## config.mk

```make
export PLATFORM = sky130hd
export DESIGN_NAME = sample_pacer
export DESIGN_NICKNAME = d
export VERILOG_FILES = /design/src/rtl/sample_pacer_pkg.sv /design/src/rtl/sample_fifo.sv /design/src/rtl/sample_pacer.sv
export SDC_FILE = /design/constraint.sdc
export NUM_CORES = 1
export LEC_CHECK = 0
export BUFFER_PORTS_ARGS = -buffer_cell sky130_fd_sc_hd__clkbuf_2
export CAP_MARGIN = 25
export CORE_ASPECT_RATIO = 1.4
export CORE_MARGIN = 2
export CORE_UTILIZATION = 55
export CTS_BUF_LIST = sky130_fd_sc_hd__clkbuf_8
export DETAILED_ROUTE_END_ITERATION = 10
export PLACE_DENSITY = 0.78
export SETUP_SLACK_MARGIN = 0.1
export SYNTH_ARGS = -nofsm -noshare
export SYNTH_HDL_FRONTEND = slang
export SYNTH_SLANG_ARGS = --single-unit
export TNS_END_PERCENT = 1
```

## constraint.sdc

```tcl
create_clock -name clk_i -period 3.9 [get_ports clk_i]
set_clock_uncertainty 0.05 [all_clocks]
set_input_delay 0.195 -clock clk_i [delete_from_list [all_inputs] [get_ports clk_i]]
set_output_delay 0.195 -clock clk_i [all_outputs]
set_load 0.1 [all_outputs]
```

## src/rtl/sample_pacer_pkg.sv

```systemverilog
// Shared types and helpers for the sample pacer slice.
package sample_pacer_pkg;

    typedef enum logic [1:0] {
        IDLE = 2'd0,
        EMIT = 2'd1,
        GAP  = 2'd2
    } pacer_state_t;

    // Width needed to hold an occupancy count of 0..depth inclusive.
    function automatic int lvl_w(input int depth);
        return $clog2(depth) + 1;
    endfunction

endpackage

```

## src/rtl/sample_fifo.sv

```systemverilog
// Synchronous FIFO with registered read data; occupancy tracked as a level
// count so full/empty never depend on pointer equality.
module sample_fifo
    import sample_pacer_pkg::*;
#(
    parameter int DW         = 16,
    parameter int FIFO_DEPTH = 8
) (
    input  logic                             clk_i,
    input  logic                             srst_ni,
    input  logic                             push,
    input  logic                             pop,
    input  logic [DW-1:0]                    wr_data,
    output logic [DW-1:0]                    rd_data,
    output logic                             full,
    output logic                             empty,
    output logic [lvl_w(FIFO_DEPTH)-1:0]     level
);

    localparam int AW = $clog2(FIFO_DEPTH);
    localparam int LW = lvl_w(FIFO_DEPTH);

    logic [DW-1:0] mem [FIFO_DEPTH];
    logic [AW-1:0] wr_ptr;
    logic [AW-1:0] rd_ptr;
    logic          do_push;
    logic          do_pop;

    assign full    = (level == LW'(FIFO_DEPTH));
    assign empty   = (level == '0);
    assign do_push = push & ~full;
    assign do_pop  = pop & ~empty;

    // Storage array; contents need no reset because reads only occur on valid entries.
    always_ff @(posedge clk_i) begin
        if (do_push) begin
            mem[wr_ptr] <= wr_data;
        end
    end

    // Pointers, level and read-data register.
    always_ff @(posedge clk_i) begin
        if (!srst_ni) begin
            wr_ptr  <= '0;
            rd_ptr  <= '0;
            level   <= '0;
            rd_data <= '0;
        end else begin
            if (do_push) begin
                wr_ptr <= wr_ptr + 1'b1;
            end
            if (do_pop) begin
                rd_data <= mem[rd_ptr];
                rd_ptr  <= rd_ptr + 1'b1;
            end
            unique case ({do_push, do_pop})
                2'b10:   level <= level + 1'b1;
                2'b01:   level <= level - 1'b1;
                default: level <= level;
            endcase
        end
    end

endmodule

```

## src/rtl/sample_pacer.sv

```systemverilog
// Buffers a bursty valid/ready sample stream and re-issues samples as
// single-cycle strobes spaced at least CLK_PER_SAMPLE cycles apart.
// Optional feature macro: SAMPLE_PACER_STATS_EN (drop/underrun counters).
module sample_pacer
    import sample_pacer_pkg::*;
#(
    parameter int DW             = 16,
    parameter int CLK_PER_SAMPLE = 4,
    parameter int FIFO_DEPTH     = 8
`ifdef SAMPLE_PACER_STATS_EN
    ,
    parameter int CNT_W          = 16
`endif
) (
    input  logic                         clk_i,
    input  logic                         srst_ni,
    input  logic [DW-1:0]                data_i,
    input  logic                         data_valid_i,
    output logic                         ready_o,
    input  logic                         run_i,
    output logic [DW-1:0]                data_o,
    output logic                         sample_valid_o,
    output logic [lvl_w(FIFO_DEPTH)-1:0] level_o,
    output logic                         overflow_o
`ifdef SAMPLE_PACER_STATS_EN
    ,
    output logic [CNT_W-1:0]             ovf_cnt_o,
    output logic [CNT_W-1:0]             udr_cnt_o
`endif
);

    localparam int GW = $clog2(CLK_PER_SAMPLE) + 1;

    pacer_state_t  state;
    pacer_state_t  state_nxt;
    logic [GW-1:0] gap_cnt;
    logic [GW-1:0] gap_nxt;
    logic          pop;
    logic          full;
    logic          empty;

    assign ready_o = ~full;

    sample_fifo #(
        .DW         (DW),
        .FIFO_DEPTH (FIFO_DEPTH)
    ) u_fifo (
        .clk_i   (clk_i),
        .srst_ni (srst_ni),
        .push    (data_valid_i),
        .pop     (pop),
        .wr_data (data_i),
        .rd_data (data_o),
        .full    (full),
        .empty   (empty),
        .level   (level_o)
    );

    // State register, gap counter, strobe register and sticky overflow flag.
    always_ff @(posedge clk_i) begin
        if (!srst_ni) begin
            state          <= IDLE;
            gap_cnt        <= '0;
            sample_valid_o <= 1'b0;
            overflow_o     <= 1'b0;
        end else begin
            state          <= state_nxt;
            gap_cnt        <= gap_nxt;
            sample_valid_o <= (state == EMIT);
            if (data_valid_i && full) begin
                overflow_o <= 1'b1;
            end
        end
    end

    // Next-state logic; EMIT pops so the strobe and data register update together.
    always_comb begin
        state_nxt = state;
        gap_nxt   = gap_cnt;
        pop       = 1'b0;
        unique case (state)
            IDLE: begin
                if (run_i && !empty) begin
                    state_nxt = EMIT;
                end
            end
            EMIT: begin
                pop = 1'b1;
                if (CLK_PER_SAMPLE == 1) begin
                    // The entry being popped still counts in level, so require a second one.
                    state_nxt = (run_i && (level_o > 1)) ? EMIT : IDLE;
                end else begin
                    state_nxt = GAP;
                    gap_nxt   = GW'(CLK_PER_SAMPLE - 1);
                end
            end
            GAP: begin
                gap_nxt = gap_cnt - 1'b1;
                // Leave on the cycle the count reaches zero, keeping spacing exact.
                if (gap_cnt == GW'(1)) begin
                    state_nxt = (run_i && !empty) ? EMIT : IDLE;
                end
            end
            default: state_nxt = IDLE;
        endcase
    end

`ifdef SAMPLE_PACER_STATS_EN
    logic slot_q;

    // Saturating drop and underrun counters; an underrun is an idle slot right after a gap/emit.
    always_ff @(posedge clk_i) begin
        if (!srst_ni) begin
            ovf_cnt_o <= '0;
            udr_cnt_o <= '0;
            slot_q    <= 1'b0;
        end else begin
            slot_q <= (state != IDLE) && (state_nxt == IDLE);
            if (data_valid_i && full && (ovf_cnt_o != '1)) begin
                ovf_cnt_o <= ovf_cnt_o + 1'b1;
            end
            if ((state == IDLE) && slot_q && run_i && empty && (udr_cnt_o != '1)) begin
                udr_cnt_o <= udr_cnt_o + 1'b1;
            end
        end
    end
`endif

endmodule
```

Yosys cells after proc, flatten, opt, wreduce, memory -nomap -nowiden
Memories as Yosys holds them, arrays and structs flattened. A register that Yosys moved wholly into a read port is not among the register bits.
Index checks and enable logic that the tools add are counted.
{"block": "classes", "addsub": 5, "n_eq_ne": 8, "muxes": 9, "bitwise": 4, "reduce_logical": 9}
{"operator": "one-hot mux 4 bit (2 select lines)", "count": 1}
{"operator": "adder 3 x 1 -> 3 bit, second input constant", "count": 2}
{"operator": "one-hot mux 2 bit (3 select lines)", "count": 1}
{"operator": "one-hot mux 3 bit (2 select lines)", "count": 1}
{"operator": "adder 4 x 1 -> 4 bit, second input constant", "count": 1}
{"operator": "equality test 2 x 1 -> 1 bit, second input constant", "count": 2}
{"operator": "equality test 2 bit, second input constant", "count": 2}
{"operator": "equality test 4 bit, second input constant", "count": 1}
{"operator": "zero test 4 bit", "count": 1}
{"operator": "2-to-1 mux 1 bit", "count": 4}
{"operator": "2-to-1 mux 2 bit", "count": 2}
{"operator": "!= test 2 bit, second input constant", "count": 2}
{"operator": "nonzero test 2 bit", "count": 2}
{"operator": "subtractor 4 x 1 -> 4 bit, second input constant", "count": 1}
{"operator": "equality test 3 x 1 -> 1 bit, second input constant", "count": 1}
{"operator": "subtractor 3 x 1 -> 3 bit, second input constant", "count": 1}
{"operator": "bitwise AND 1 bit", "count": 2}
{"operator": "logical AND 1 bit", "count": 2}
{"operator": "zero test 1 bit", "count": 2}
{"operator": "zero test 2 bit", "count": 1}
{"operator": "inverter 1 bit", "count": 2}
{"operator": "AND reduction 2 bit", "count": 1}
{"block": "totals", "regBits": 17, "mem_bits_rw": 128, "inputBits": 20, "out_inout_bits": 23, "n_memories": 1}
{"name": "u_fifo.mem", "words": 8, "word_bits": 16, "rd": 1, "rd_ports_with_merged_regs": 1, "wr": 1, "line_no": "sample_fifo.sv:23", "text": "logic [DW-1:0] mem [FIFO_DEPTH];"}

Depth between registers and ports, before layout
{"block": "depth", "depth_word": 6, "depth_mapped": 12}

By module
Synthesis repeated with hierarchy kept, for this count alone.
{"block": "hier_totals", "cells_unflattened": 349, "area_unflattened_um2": 6213.5}
{"mod": "sample_fifo", "n_inst": 1, "cells_per_inst": 308, "area_each_um2": 5818.1, "seq_area_each_um2": 4364.2}
{"mod": "sample_pacer", "n_inst": 1, "cells_per_inst": 41, "area_each_um2": 395.4, "seq_area_each_um2": 140.1}

Least setup slack after synthesis
No wires, ideal clock.
{"block": "synth_timing", "path_type": "reg2reg", "from": "register u_fifo.level[0]", "to": "memory u_fifo.mem[0][0], enable pin", "arrival_ns": 3.260, "t_required_ns": 3.420, "slack_ns": 0.160, "path_stages_with_launch": 5, "path_buffers": 1, "synth_period_minus_slack_ns": 3.740, "cell_sequence": "dfxtp_1 -> or4b_4 -> buf_6 -> nand2_8 -> nor4_1"}
{"block": "synth_between", "elab_chain_cells": 5}
{"element": "start, declared", "line_no": "sample_fifo.sv:17", "text": "output logic [lvl_w(FIFO_DEPTH)-1:0] level"}
{"element": "start signal, assigned", "line_no": "sample_fifo.sv:57", "text": "2'b10: level <= level + 1'b1;"}
{"element": "start signal, assigned", "line_no": "sample_fifo.sv:58", "text": "2'b01: level <= level - 1'b1;"}
{"element": "start signal, assigned", "line_no": "sample_fifo.sv:59", "text": "default: level <= level;"}
{"element": "equality test 4 bit", "line_no": "sample_fifo.sv:29", "text": "assign full = (level == LW'(FIFO_DEPTH));"}
{"element": "inverter 1 bit"}
{"element": "via ready_o", "line_no": "sample_pacer.sv:19", "text": "output logic ready_o,"}
{"element": "bitwise AND 1 bit", "line_no": "sample_fifo.sv:31", "text": "assign do_push = push & ~full;"}
{"element": "2-to-1 mux 1 bit", "line_no": "sample_fifo.sv:36", "text": "if (do_push) begin"}
{"element": "2-to-1 mux 1 bit (not written as such)", "line_no": "sample_fifo.sv:37", "text": "mem[wr_ptr] <= wr_data;"}
{"element": "end, declared", "line_no": "sample_fifo.sv:23"}
The timed path passes the listed nets, and every way through them passes these cells.

Final worst setup path
{"block": "layout_timing", "from": "register state[1]", "to": "register u_fifo.level[3]"}
{"block": "layout_between", "elab_chain_cells": 5, "elab_cells_between_ends": 7, "classes_between": "eq/ne (3); mux (2); bitwise (1); reduce/logical (1)"}
{"element": "start, declared", "line_no": "sample_pacer.sv:34", "text": "pacer_state_t state;"}
{"element": "start signal, assigned", "line_no": "sample_pacer.sv:67", "text": "state <= state_nxt;"}
{"element": "equality test 2 x 1 -> 1 bit *", "line_no": "sample_pacer.sv:81", "text": "unique case (state)"}
{"element": "2-to-1 mux 1 bit *", "line_no": "sample_pacer.sv:81"}
{"element": "via pop", "line_no": "sample_pacer.sv:38", "text": "logic pop;"}
{"element": "bitwise AND 1 bit *", "line_no": "sample_fifo.sv:32", "text": "assign do_pop = pop & ~empty;"}
{"element": "equality test 2 x 1 -> 1 bit / equality test 2 bit (equally long branches)", "line_no": "sample_fifo.sv:56", "text": "unique case ({do_push, do_pop})"}
{"element": "one-hot mux 4 bit (2 select lines) / nonzero test 2 bit (equally long branches)"}
Mark *: on every way through the listed nets, which the timed path passes. The rest lies on a longest branch.
A chain may end at the register's enable or synchronous reset.

==> results_dict.tcl <==
set metrics [dict create \
    place_congestion 0.724 \
    yosysUniqueCellTypes 37 \
    num_vias 3296 \
    path_cells "inv_1 -> ha_1 -> o41a_1 -> buf_4 -> ha_1 -> nor4b_1 -> o21ai_0 -> o31ai_1 -> mux2i_1" \
    grt_pass1_vias 3329 \
    syn_nets 380 \
    status "finished clean" \
    total_leakage_power_nw 2.44 \
    drtIter0Drc 276 \
    slew_headroom_pct 41.6 \
    drc 0 \
    hold_class "primary input to flop" \
    slowest_delay_ps 490 \
    root_buffer "clkbuf_8" \
    postCtsSetupRepairBufs 0 \
    clockBufferDepth 2 \
    clk_pin_slew_ps 90 \
    end_kind "flop" \
    grt_max_degree 35 \
    power_density_mw_per_mm2 613 \
    synth_mux_area_share_pct 12.4 \
    required_ps 4220 \
    max_freq_mhz 381 \
    synth_warnings 0 \
    dp_cells 526 \
    use_met2_pct 34.7 \
    synthSimpleGateAreaFrac_pct 5.01 \
    synth_top_family_by_area "multiplexers" \
    syn_inst 349 \
    netlist_top_cells_count "edfxtp_1, dfxtp_1, mux4_2" \
    grt_use_met1_pct 23.8 \
    tns_ps 0 \
    path_class "flop to flop" \
    ir_drop_mv 0.352 \
    drive_above_1_share_pct 29.3 \
    syn_area_mm2 0.00622 \
    grt_usage_pct 20.0 \
    cts_tree "yes" \
    cp_slowest_cell "o41a_1" \
    fin_nets 451 \
    synthToLayoutAreaGrowth_pct 14.7 \
    synth_xor_xnor_area_share_pct 0.986 \
    crit_path_start_kind "flop" \
    core_mm2 0.0109 \
    period_minus_slack_ps 2620 \
    finalHoldViolations 0 \
    synth_edf_count 128 \
    synth-async-reset-ratio_pct 0 \
    maxCapViolations 0 \
    antenna_found_initial 0 \
    diodes 0 \
    cp_max_fo 13 \
    drt_first_pass_iters 5 \
    start_util_pct 56.9 \
    rsz0062_at_grt "false" \
    numCtsBuffers 17 \
    drtAntennaViolNets 0 \
    syn_avg_cell_area_um2 17.8 \
    drv_slew 0 \
    setup_viol 0 \
    path_buf_inv 2 \
    cp_top_family "compound AO/OA/AOI/OAI gates" \
    io_pins 43 \
    die_w_um 93.9 \
    fin_cells 574 \
    synth_compound_area_share_pct 5.01 \
    gr-total-overflow 0 \
    worstMarginPinSlew_ps 876 \
    clkLatencyLatePin_ps 440 \
    met3_usage_pct 5.48 \
    synth_top_area_cell "edfxtp_1" \
    dpl.hpwl_um 6900 \
    cts-resized-gates 0 \
    final_core_util_pct 65.3 \
    fin_crit_sh_pct 67.2 \
    via_per_inst 5.74 \
    setup_ws_ps 1280 \
    cts_sinks 161 \
    seq_area_frac_synth_pct 72.4 \
    die-area_mm2 0.0122 \
    place_ws_ps 1310 \
    wl_um 11300 \
    chipHeight_um 130 \
    synthMostInstantiatedCell "edfxtp_1" \
    grt_pass1_wl_um 17500 \
    cp_common_cell "ha_1" \
    rows 45 \
    synth_ff_type "edfxtp_1" \
    worstPathArrival_ps 2950 \
    io_buffer_count 42 \
    cts.htree.levels 4 \
    cts-hold-fix-buffers 16 \
    yosys-top-cells-area "edfxtp_1, mux4_2, dfxtp_1" \
    synth-adder-area-share_pct 2.21 \
    ys_seq_elements 161 \
    busiest_layer "met2" \
    routedWlPerCell_um 19.6 \
    yosys.area.top_type_share_pct 61.8 \
]
## flip-flops by register name, summed over array words and instances (netlist names)
signal,count
u_fifo.mem,128
overflow_o,1
u_fifo.wr_ptr,3
u_fifo.level,4
u_fifo.rd_ptr,3
u_fifo.rd_data,16
sample_valid_o,1
state,2
gap_cnt,3
## worst register-to-register path, cell delays in order (launching register included)
cell and delay, ps:
dfxtp_1 340, inv_1 80, ha_1 170, o41a_1 490, buf_4 290, ha_1 330, nor4b_1 370, o21ai_0 120
o31ai_1 90, mux2i_1 210
## stage by stage
stage	cell area, um^2	hold WS, ps	total power [W]
after floorplan	6220	244	0.00312
after global placement	6620	398	0.00332
after detailed placement	6620	421	0.00336
after CTS	7130	69.7	0.00441
after global routing	7130	93.2	0.00456
final	7130	94.1	0.00437
## path summary, 6_finish.rpt
| check | startpoint | endpoint | slack, ps | cells after the start |
|---|---|---|---|---|
| setup reg to reg | state[1]$_SDFFE_PN0P_ | u_fifo.level[3]$_SDFFE_PN0P_ | 1280 | 9 |
| hold / removal | data_valid_i | u_fifo.wr_ptr[1]$_SDFFE_PN0P_ | 90 | 3 |
| hold reg to reg | overflow_o$_SDFFE_PN0P_ | overflow_o$_SDFFE_PN0P_ | 430 | 1 |
| setup / recovery | state[1]$_SDFFE_PN0P_ | u_fifo.level[3]$_SDFFE_PN0P_ | 1280 | 9 |
## power breakdown
group,total (W),internal (W),switching (W),leakage [nW]
Combinational,0.00119,0.000367,0.000822,0.838
Sequential,0.00213,0.00199,0.000141,1.43
Clock,0.00105,0.000444,0.000604,0.164
## routing by layer
layer / part of all wire, % / vias to the layer above
met1: 37 / 1648
met2: 56 / 113
met3: 5.6 / 6
met4: 0.99 / 0
met5: 0 / -
li1: - / 1529
## kinds of logic (layout without fill, tap and decap cells)
kind of cell	after synthesis	count (layout)
compound gates	52	52
xor+xnor	7	7
fa+ha+maj	11	11
buf+inv	24	108
flops	161	161
mux	37	37
simple gates	57	57
## cell usage in the layout, fill, tap and decap left out, types with 2 or more instances in the layout
master         count
clkinvlp_4         4
o22ai_1           15
nor2_1            20
a21boi_0           3
dfxtp_1           31
nand3_1            3
xor2_1             3
nand2_1            9
a21oi_1            4
nand2b_1           5
mux4_2            32
o21a_1             2
clkinv_1           2
dlygate4sd3_1     16
buf_4             11
clkinv_4           4
nor2b_1            3
ha_1              11
dfxtp_2            2
xnor2_1            4
clkbuf_2          42
nor3_2             4
edfxtp_1         128
and2_1             5
mux2i_1            5
inv_6              4
clkbuf_8          17
o21ai_0           21
a31oi_1            4
inv_1              7
## final cells by class
type	count	area [um^2]
Tap cell	141	176
Sequential cell	161	4510
Timing Repair Buffer	69	453
Multi-Input combinational cell	164	1620
Clock buffer	17	234
Inverter	7	26.3
Clock inverter	15	113
Fill cell	744	3790
(Power assumes the default switching activity.)
